## config.mk

```make
export PLATFORM = sky130hd
export DESIGN_NAME = team_06_i2s_transmitter
export DESIGN_NICKNAME = d
export VERILOG_FILES = /design/src/rtl/team_06_i2s_pkg.sv /design/src/rtl/team_06_i2s_tx_clkgen.sv /design/src/rtl/team_06_i2s_transmitter.sv
export SDC_FILE = /design/constraint.sdc
export NUM_CORES = 1
export LEC_CHECK = 0
export ABC_AREA = 1
export BUFFER_PORTS_ARGS = -buffer_cell sky130_fd_sc_hd__buf_4
export CAP_MARGIN = 30
export CORE_ASPECT_RATIO = 1.2
export CORE_MARGIN = 4
export CORE_UTILIZATION = 50
export CTS_CLUSTER_SIZE = 8
export DETAILED_ROUTE_END_ITERATION = 6
export PLACE_DENSITY_LB_ADDON = 0.2
export SYNTH_ARGS = -nofsm -noshare
export SYNTH_HDL_FRONTEND = slang
export SYNTH_SLANG_ARGS = --single-unit
```

## constraint.sdc

```tcl
create_clock -name clk -period 2.45 [get_ports clk]
set_input_delay 0.1225 -clock clk [delete_from_list [all_inputs] [get_ports clk]]
set_output_delay 0.1225 -clock clk [all_outputs]
set_load 0.05 [all_outputs]
```

## src/rtl/team_06_i2s_pkg.sv

```systemverilog
// Shared I2S definitions for the audio-path transmitter and the ADC receiver.
package team_06_i2s_pkg;

    localparam int DATA_W     = 8;
    localparam int SLOT_W     = 16;
    localparam int FRAME_BITS = 2 * SLOT_W;

    typedef logic [DATA_W-1:0] sample_t;

endpackage

```

## src/rtl/team_06_i2s_tx_clkgen.sv

```systemverilog
// I2S bit-clock divider: produces i2s_bclk and a strobe marking the clk cycle
// in which bclk is registered from 1 to 0.
module team_06_i2s_tx_clkgen #(
    parameter int CLK_DIV = 8
) (
    input  logic clk,
    input  logic nrst,
    input  logic en,
    output logic i2s_bclk,
    output logic fall
);

    localparam int HALF  = CLK_DIV / 2;
    localparam int DIV_W = (HALF > 1) ? $clog2(HALF) : 1;
    localparam logic [DIV_W-1:0] DIV_LAST = DIV_W'(HALF - 1);

    logic [DIV_W-1:0] div_cnt;
    logic             term;

    assign term = en && (div_cnt == DIV_LAST);
    assign fall = term && i2s_bclk;

    always_ff @(posedge clk or negedge nrst) begin
        if (!nrst) begin
            div_cnt  <= '0;
            i2s_bclk <= 1'b0;
        end else if (!en) begin
            div_cnt  <= '0;
            i2s_bclk <= 1'b0;
        end else if (term) begin
            div_cnt  <= '0;
            i2s_bclk <= ~i2s_bclk;
        end else begin
            div_cnt  <= div_cnt + DIV_W'(1);
        end
    end

endmodule

```

## src/rtl/team_06_i2s_transmitter.sv

```systemverilog
// I2S transmitter: one-entry sample buffer with valid/ready intake; each mono
// sample is sent MSB first on both the left and right slots of a frame.
module team_06_i2s_transmitter #(
    parameter int DATA_W  = team_06_i2s_pkg::DATA_W,
    parameter int SLOT_W  = team_06_i2s_pkg::SLOT_W,
    parameter int CLK_DIV = 8
) (
    input  logic              clk,
    input  logic              nrst,
    input  logic              en,
    input  logic [DATA_W-1:0] sample_in,
    input  logic              sample_valid,
    output logic              sample_ready,
    input  logic              mute,
    output logic              i2s_bclk,
    output logic              i2s_ws,
    output logic              i2s_sd,
    output logic              underrun
);

    import team_06_i2s_pkg::*;

    localparam int FRAME_LEN = 2 * SLOT_W;
    localparam int POS_W     = $clog2(FRAME_LEN);
    localparam logic [POS_W-1:0] POS_LAST = POS_W'(FRAME_LEN - 1);
    localparam logic [POS_W-1:0] WS_FIRST = POS_W'(SLOT_W - 1);
    localparam logic [POS_W-1:0] WS_LAST  = POS_W'(FRAME_LEN - 2);
    localparam logic [POS_W-1:0] SLOT_P   = POS_W'(SLOT_W);

    // Bit of the sample carried at a frame position; positions past the
    // sample inside a slot shift out to zero padding.
    function automatic logic slot_bit(input logic [DATA_W-1:0] a,
                                      input logic [POS_W-1:0]  p);
        logic [POS_W-1:0]  off;
        logic [DATA_W-1:0] sh;
        off = (p >= SLOT_P) ? p - SLOT_P : p;
        sh  = a << off;
        return sh[DATA_W-1];
    endfunction

    logic              fall;
    logic              frame_start;
    logic              take;
    logic              full;
    logic              full_next;
    logic [POS_W-1:0]  pos;
    logic [POS_W-1:0]  pos_next;
    logic [DATA_W-1:0] buf_data;
    logic [DATA_W-1:0] active;
    logic [DATA_W-1:0] active_next;
    logic              ws_next;
    logic              sd_next;

    team_06_i2s_tx_clkgen #(
        .CLK_DIV (CLK_DIV)
    ) u_clkgen (
        .clk      (clk),
        .nrst     (nrst),
        .en       (en),
        .i2s_bclk (i2s_bclk),
        .fall     (fall)
    );

    assign sample_ready = en && !full;

    always_comb begin
        frame_start = fall && (pos == POS_LAST);
        pos_next    = (pos == POS_LAST) ? '0 : pos + POS_W'(1);
        take        = sample_valid && sample_ready;

        // mute zeroes the frame but still consumes the buffered sample
        active_next = active;
        if (frame_start) begin
            active_next = (full && !mute) ? buf_data : '0;
        end

        full_next = full;
        if (frame_start && full) begin
            full_next = 1'b0;
        end else if (take) begin
            full_next = 1'b1;
        end

        ws_next = (pos_next >= WS_FIRST) && (pos_next <= WS_LAST);
        sd_next = slot_bit(active_next, pos_next);
    end

    always_ff @(posedge clk or negedge nrst) begin
        if (!nrst) begin
            pos      <= POS_LAST;
            full     <= 1'b0;
            active   <= '0;
            i2s_ws   <= 1'b0;
            i2s_sd   <= 1'b0;
            underrun <= 1'b0;
        end else if (!en) begin
            pos      <= POS_LAST;
            full     <= 1'b0;
            active   <= '0;
            i2s_ws   <= 1'b0;
            i2s_sd   <= 1'b0;
            underrun <= 1'b0;
        end else begin
            full     <= full_next;
            active   <= active_next;
            underrun <= frame_start && !full;
            if (fall) begin
                pos    <= pos_next;
                i2s_ws <= ws_next;
                i2s_sd <= sd_next;
            end
        end
    end

    // Buffer contents are only meaningful while full is set.
    always_ff @(posedge clk) begin
        if (take) begin
            buf_data <= sample_in;
        end
    end

endmodule

```

Word level (Yosys, flattened, before mapping)

Cells that the tools add are included.

Register bits after elaboration: 28
Input port bits: 13
Output and inout bits: 5
Word-level logic and storage cells: 52

Add/sub/neg operators: 3
Order comparisons: 3
Equal/unequal tests: 5
Shift-type cells: 1
Multiplexer cells: 19
Bitwise gates (word level): 1
Reduce and logical (&&, ||, !) cells: 11

Operators by type and width:

| operator                                                                | number |
|---|---|
| 8-bit two-way mux                                                       | 3 |
| 5-bit two-way mux                                                       | 4 |
| 1-bit two-way mux                                                       | 10 |
| 1-bit logical AND                                                       | 9 |
| 8-bit by 5-bit << shifter with 8-bit output                             | 1 |
| 5-bit by 1-bit adder with 5-bit output, second input constant           | 1 |
| 5-bit equality test, second input constant                              | 1 |
| 5-bit by 4-bit >= comparator with 1-bit output, second input constant   | 1 |
| 5-bit >= comparator, second input constant                              | 1 |
| 5-bit less-or-equal comparator, second input constant                   | 1 |
| 5-bit subtractor, second input constant                                 | 1 |
| 2-bit two-way mux                                                       | 2 |
| 2-bit by 1-bit inequality test with 1-bit output, second input constant | 2 |
| 3-bit by 1-bit inequality test with 1-bit output, second input constant | 1 |
| 2-bit by 1-bit adder with 2-bit output, second input constant           | 1 |
| 2-bit equality test, second input constant                              | 1 |
| 1-bit logical NOT                                                       | 2 |
| 1-bit NOT                                                               | 1 |

Logic depth before layout (Yosys ltp)

Depth in word-level cells: 8
Mapped depth: 13
Gate-level depth less buffers: 13

Modules after synthesis

Synthesis repeated with hierarchy kept, for this count alone.

Cell total of the unflattened synthesis: 165
Area, all modules: 1386.3 sq um

By module, submodules not included:

| module                  | instances | cells each | area each (sq um) | seq. area each (sq um) |
|---|---|---|---|---|
| team_06_i2s_transmitter | 1         | 150        | 1255.0            | 671.9 |
| team_06_i2s_tx_clkgen   | 1         | 15         | 131.4             | 75.1 |

Least setup slack after synthesis

Ideal clock, no wire load.

Path type: reg-to-reg
From: register full
To: register buf_data[0] (enable)
Setup time: 0.325 ns
Arrival time: 1.554 ns
Data required time: 2.125 ns
Slack: 0.571 ns
Cell stages (with the launch flop): 5
Path buffers: 1
Clock period less this slack: 1.879 ns
Path through: dfrtp_1 buf_2 nor2_1 nand2_1 inv_1

Cells in the longest elaborated chain, start to end: 3

RTL lines:

| element                  | RTL line                       | RTL |
|---|---|---|
| start: declaration       | team_06_i2s_transmitter.sv:44  | `logic full;` |
| start signal: assignment | team_06_i2s_transmitter.sv:104 | `full <= full_next;` |
| 1-bit logical NOT        | team_06_i2s_transmitter.sv:64  | `assign sample_ready = en && !full;` |
| 1-bit logical AND        | team_06_i2s_transmitter.sv:64  |  |
| net sample_ready         | team_06_i2s_transmitter.sv:13  | `output logic sample_ready,` |
| 1-bit logical AND        | team_06_i2s_transmitter.sv:69  | `take = sample_valid && sample_ready;` |
| net take                 | team_06_i2s_transmitter.sv:43  | `logic take;` |
| end signal: assignment   | team_06_i2s_transmitter.sv:118 | `buf_data <= sample_in;` |
| end: declaration         | team_06_i2s_transmitter.sv:48  | `logic [DATA_W-1:0] buf_data;` |

The timed path passes the listed nets, and every way through them passes these cells.
A chain may end at the register's enable or synchronous reset.

Worst setup path in the final report

From: register pos[0]
To: register i2s_sd

Cells in the longest elaborated chain, start to end: 7
Elaborated cells on any way between the ends: 11
Those cells by class: 2 x add/sub; 1 x order compare; 1 x eq/ne; 1 x shift; 5 x mux; 1 x reduce/logical

RTL lines:

| element                                                                       | RTL line                                                     | RTL |
|---|---|---|
| start: declaration                                                            | team_06_i2s_transmitter.sv:46                                | `logic [POS_W-1:0] pos;` |
| start signal: assignment                                                      | team_06_i2s_transmitter.sv:108                               | `pos <= pos_next;` |
| 5-bit by 1-bit adder with 5-bit output or 5-bit equality test (tied branches) | team_06_i2s_transmitter.sv:68, team_06_i2s_transmitter.sv:67 |  |
| 5-bit two-way mux                                                             | team_06_i2s_transmitter.sv:68                                | `pos_next = (pos == POS_LAST) ? '0 : pos + POS_W'(1);` |
| 5-bit subtractor or 5-bit >= comparator (tied branches)                       | team_06_i2s_transmitter.sv:36                                | `off = (p >= SLOT_P) ? p - SLOT_P : p;` |
| 5-bit two-way mux                                                             | team_06_i2s_transmitter.sv:36                                |  |
| 8-bit by 5-bit << shifter with 8-bit output (*)                               | team_06_i2s_transmitter.sv:37                                | `sh = a << off;` |
| 1-bit two-way mux (*)                                                         | team_06_i2s_transmitter.sv:107                               | `if (fall) begin` |
| 1-bit two-way mux (*)                                                         | team_06_i2s_transmitter.sv:96                                | `end else if (!en) begin` |
| end signal: assignment                                                        | team_06_i2s_transmitter.sv:110                               | `i2s_sd <= sd_next;` |
| end: declaration                                                              | team_06_i2s_transmitter.sv:17                                | `output logic i2s_sd,` |

Mark *: on every way between the ends. The rest lies on a longest branch, timed or not. The select of a mux whose other input is x is not followed.

==> summary.md <==
| Metric | Value |
|---|---|
| Starting Density | 52.30% |
| Peak VDD IR | 0.0003804 V |
| Synth Register Bits | 28 |
| Hold buffer count at cts | 9 |
| Tmin final | 2.079 ns |
| Drt via density | 4.972 |
| Post-Syn Area per Cell | 8.558 um^2 |
| Synth top area share | 28.12% |
| Syn-to-layout area delta | 20.34% |
| Fin cells | 217 |
| EDFF count, synth | 8 |
| Synth async-reset ratio | 71.43% |
| Via count | 1079 |
| Total power | 0.7825 mW |
| Critical Path Sink Type | flip-flop |
| Clock Latency Late Sink | 0.32 ns |
| Crit Path Max Fanout | 10 |
| Finish-stage setup viols | 0 |
| TNS Setup | 0 ns |
| # port buffers | 17 |
| Worst Path Buf+Inv | 1 |
| Die width | 55.17 um |
| FMAX | 480.9 MHz |
| Sink Count | 28 |
| Synth warn | 0 |
| WL final | 2505 um |
| CTS-repair resized insts | 0 |
| Drt initial violations | 28 |
| Worst-margin pin slew | 0.4222 ns |
| Fin area | 1607 um^2 |
| Max_cap viols | 0 |
| CTS Root Cell | clkbuf_4 |
| Grt met1 use | 20.81% |
| Slowest cell delay on critical path | 0.58 ns |
| Post-synth cell types | 17 |
| Overflow after GRT | 0 |
| Leak Pwr | 0.7836 nW |
| Global Route Usage Sum | 16.88% |
| Top FF cell, synth | dfrtp_1 |
| Clock transition at the registers of the reported paths | 0.14 ns |
| # Post-CTS Setup Buffers | 0 |
| Hold slack | 0.05519 ns |
| Power Dens Cells | 487.1 nW/um^2 |
| Outcome | finished, final reports clean |
| Cell Chain, Critical Path | ha_1, nand2_1, nor2_1, ha_1, nand4_1, buf_4, nand2_2, nand3_1, nand3_1, nand2_1, nand2_1, nand3_1, nand2_1 |
| DPL Wire Length | 1820 um |
| Post-route clock period utilization | 84.87% |
| Syn nets | 172 |
| Sequential element share of the synthesized area | 55.95% |
| Maximum root-to-sink buffer count | 2 |
| Crit-path slowest cell | dfstp_2 |
| # rows | 20 |
| Initial antenna violation count | 0 |
| TritonRoute pass-1 iters | 4 |
| Hold crit path type | input pin to flip-flop |
| Final worst clock skew | 0.003236 ns |
| First-pass GRT wire length | 4422 um |
| Max-slew headroom | 71.82% |
| Final #Nets | 201 |
| Largest net degree at the start of global routing | 21 |
| CTS tree | built |
| Met2 Use GR | 27.81% |
| Share of post-route cells with drive strength above 1 | 17.39% |
| Most numerous cell in the Yosys netlist | nand2_1 |
| Post-route DRC | 0 |
| Io pins | 18 |
| Fillers | 223 |
| Crit path kind | flip-flop to flip-flop |
| CP delay by family, top | simple AND/OR/NAND/NOR gates |
| Crit path top cell by count | nand2_1 |
| Final Max Slew Viols | 0 |
| GRT Max-Usage Layer | met2 |
| Post-DP Area | 1480 um^2 |
| CP required | 2.73 ns |
| Die area | 3564 um^2 |
| Number of global-route vias before repair | 1036 |
| RePlAce Congestion | 0.8220 |
| Final Hold Vio Count | 0 |
| Top cells by count, synth | 33 x nand2_1, 25 x nand3_1, 22 x inv_1 |
| Cells after DPL | 203 |
| Die height | 64.61 um |
| Largest cells by area after synthesis | dfrtp_1 28%, edfxtp_1 18%, dfstp_2 9.8%, nand3_1 9.4%, nand2_1 9.3% |
| CP startpoint kind | flip-flop |
| CTS HTree Levels | 1 |
| CTS buffer count | 3 |
| Cells after Synth | 156 |
| Core Area | 2552 um^2 |
| Diodes inserted | 0 |
| Routed len/inst | 11.54 um |
| Post-synth top area cell | dfrtp_1 |
| CP arrival | 2.36 ns |
| Grt met3 use | 2.529% |
| Antenna-violating nets left | 0 |
| Mapped cell area | 1335 um^2 |
| RSZ-0062 raised after global routing | no |
## placed cells by master (no fill, tap or decap)
cell type,n
dfstp_2,5
clkbuf_4,3
a21oi_1,10
inv_1,22
nor2_2,1
edfxtp_1,8
o21ai_0,3
nand2_1,33
buf_4,18
nand4_1,1
nand3_1,25
clkbuf_1,1
dfrtp_1,15
nor2_1,21
nand2_2,4
dlygate4sd3_1,10
ha_1,3
or2_2,1
## metrics by stage
stage               util (%)  setup WS (ns)
floorplan                  -         0.5711
global placement       57.99         0.5016
detailed placement     57.99         0.4028
CTS                    62.55         0.3681
global route           62.94         0.1690
finish                 62.94         0.3707
## path summary, 6_finish.rpt
kind                                                 end                           from  slack [ns]  cells past startpoint
min reg2reg                u_clkgen.div_cnt[0]$_DFF_PN0_  u_clkgen.div_cnt[0]$_DFF_PN0_        0.44                      1
max reg2reg                           i2s_sd$_DFFE_PN0P_             pos[0]$_DFFE_PN1P_        0.37                     13
max in group asynchronous             pos[4]$_DFFE_PN1P_                           nrst        2.00                      2
max                                   i2s_sd$_DFFE_PN0P_             pos[0]$_DFFE_PN1P_        0.37                     13
min in group asynchronous            active[3]$_DFF_PN0_                           nrst        0.18                      2
min                                     full$_DFFE_PN0P_                             en        0.06                      3
## registers in the layout, indices dropped and copies added, names as in the netlist
signal and flops:
active 8, buf_data 8, pos 5, u_clkgen.div_cnt 2
full 1, i2s_sd 1, i2s_ws 1, u_clkgen.i2s_bclk 1
underrun 1
## layer usage
metal,wire length [um],part of all wire (%)
met1,1008,40
met2,1357,54
met4,57,2.3
met3,82,3.3
met5,0,0
## worst register-to-register path, stage by stage (launching register included)
cell and delay (ns):
dfstp_2 0.58, ha_1 0.17, nand2_1 0.07, nor2_1 0.11, ha_1 0.30, nand4_1 0.16, buf_4 0.21, nand2_2 0.07
nand3_1 0.07, nand3_1 0.07, nand2_1 0.06, nand2_1 0.05, nand3_1 0.07, nand2_1 0.05
## power by group
part           internal [mW]  total, mW  switching [mW]
logic                 0.0381     0.0870          0.0489
clock network         0.0639      0.191           0.127
registers              0.497      0.505         0.00814
total                  0.599      0.783           0.184
## cells by family (layout without fill, tap and decap cells)
| kind of cell | after synthesis | count (layout) | share of synthesized area, % |
|---|---|---|---|
| AND/OR/NAND/NOR | 86 | 86 | 27.84 |
| flip-flops | 28 | 28 | 55.95 |
| buffers and inverters | 26 | 54 | 8.528 |
| AO/OA/AOI/OAI | 13 | 13 | 4.873 |
| adder cells (fa/ha/maj) | 3 | 3 | 2.812 |
## cell type report
class / instances / area, um^2 / area share (%)
inverter: 22 / 82.58 / 5.140
tap: 33 / 41.29 / 2.570
multi-input combinational: 102 / 474.2 / 29.52
timing repair buffer: 28 / 235.2 / 14.64
clock buffer: 4 / 26.28 / 1.636
sequential: 28 / 747.0 / 46.50
Power figures use the tool's default switching activity.
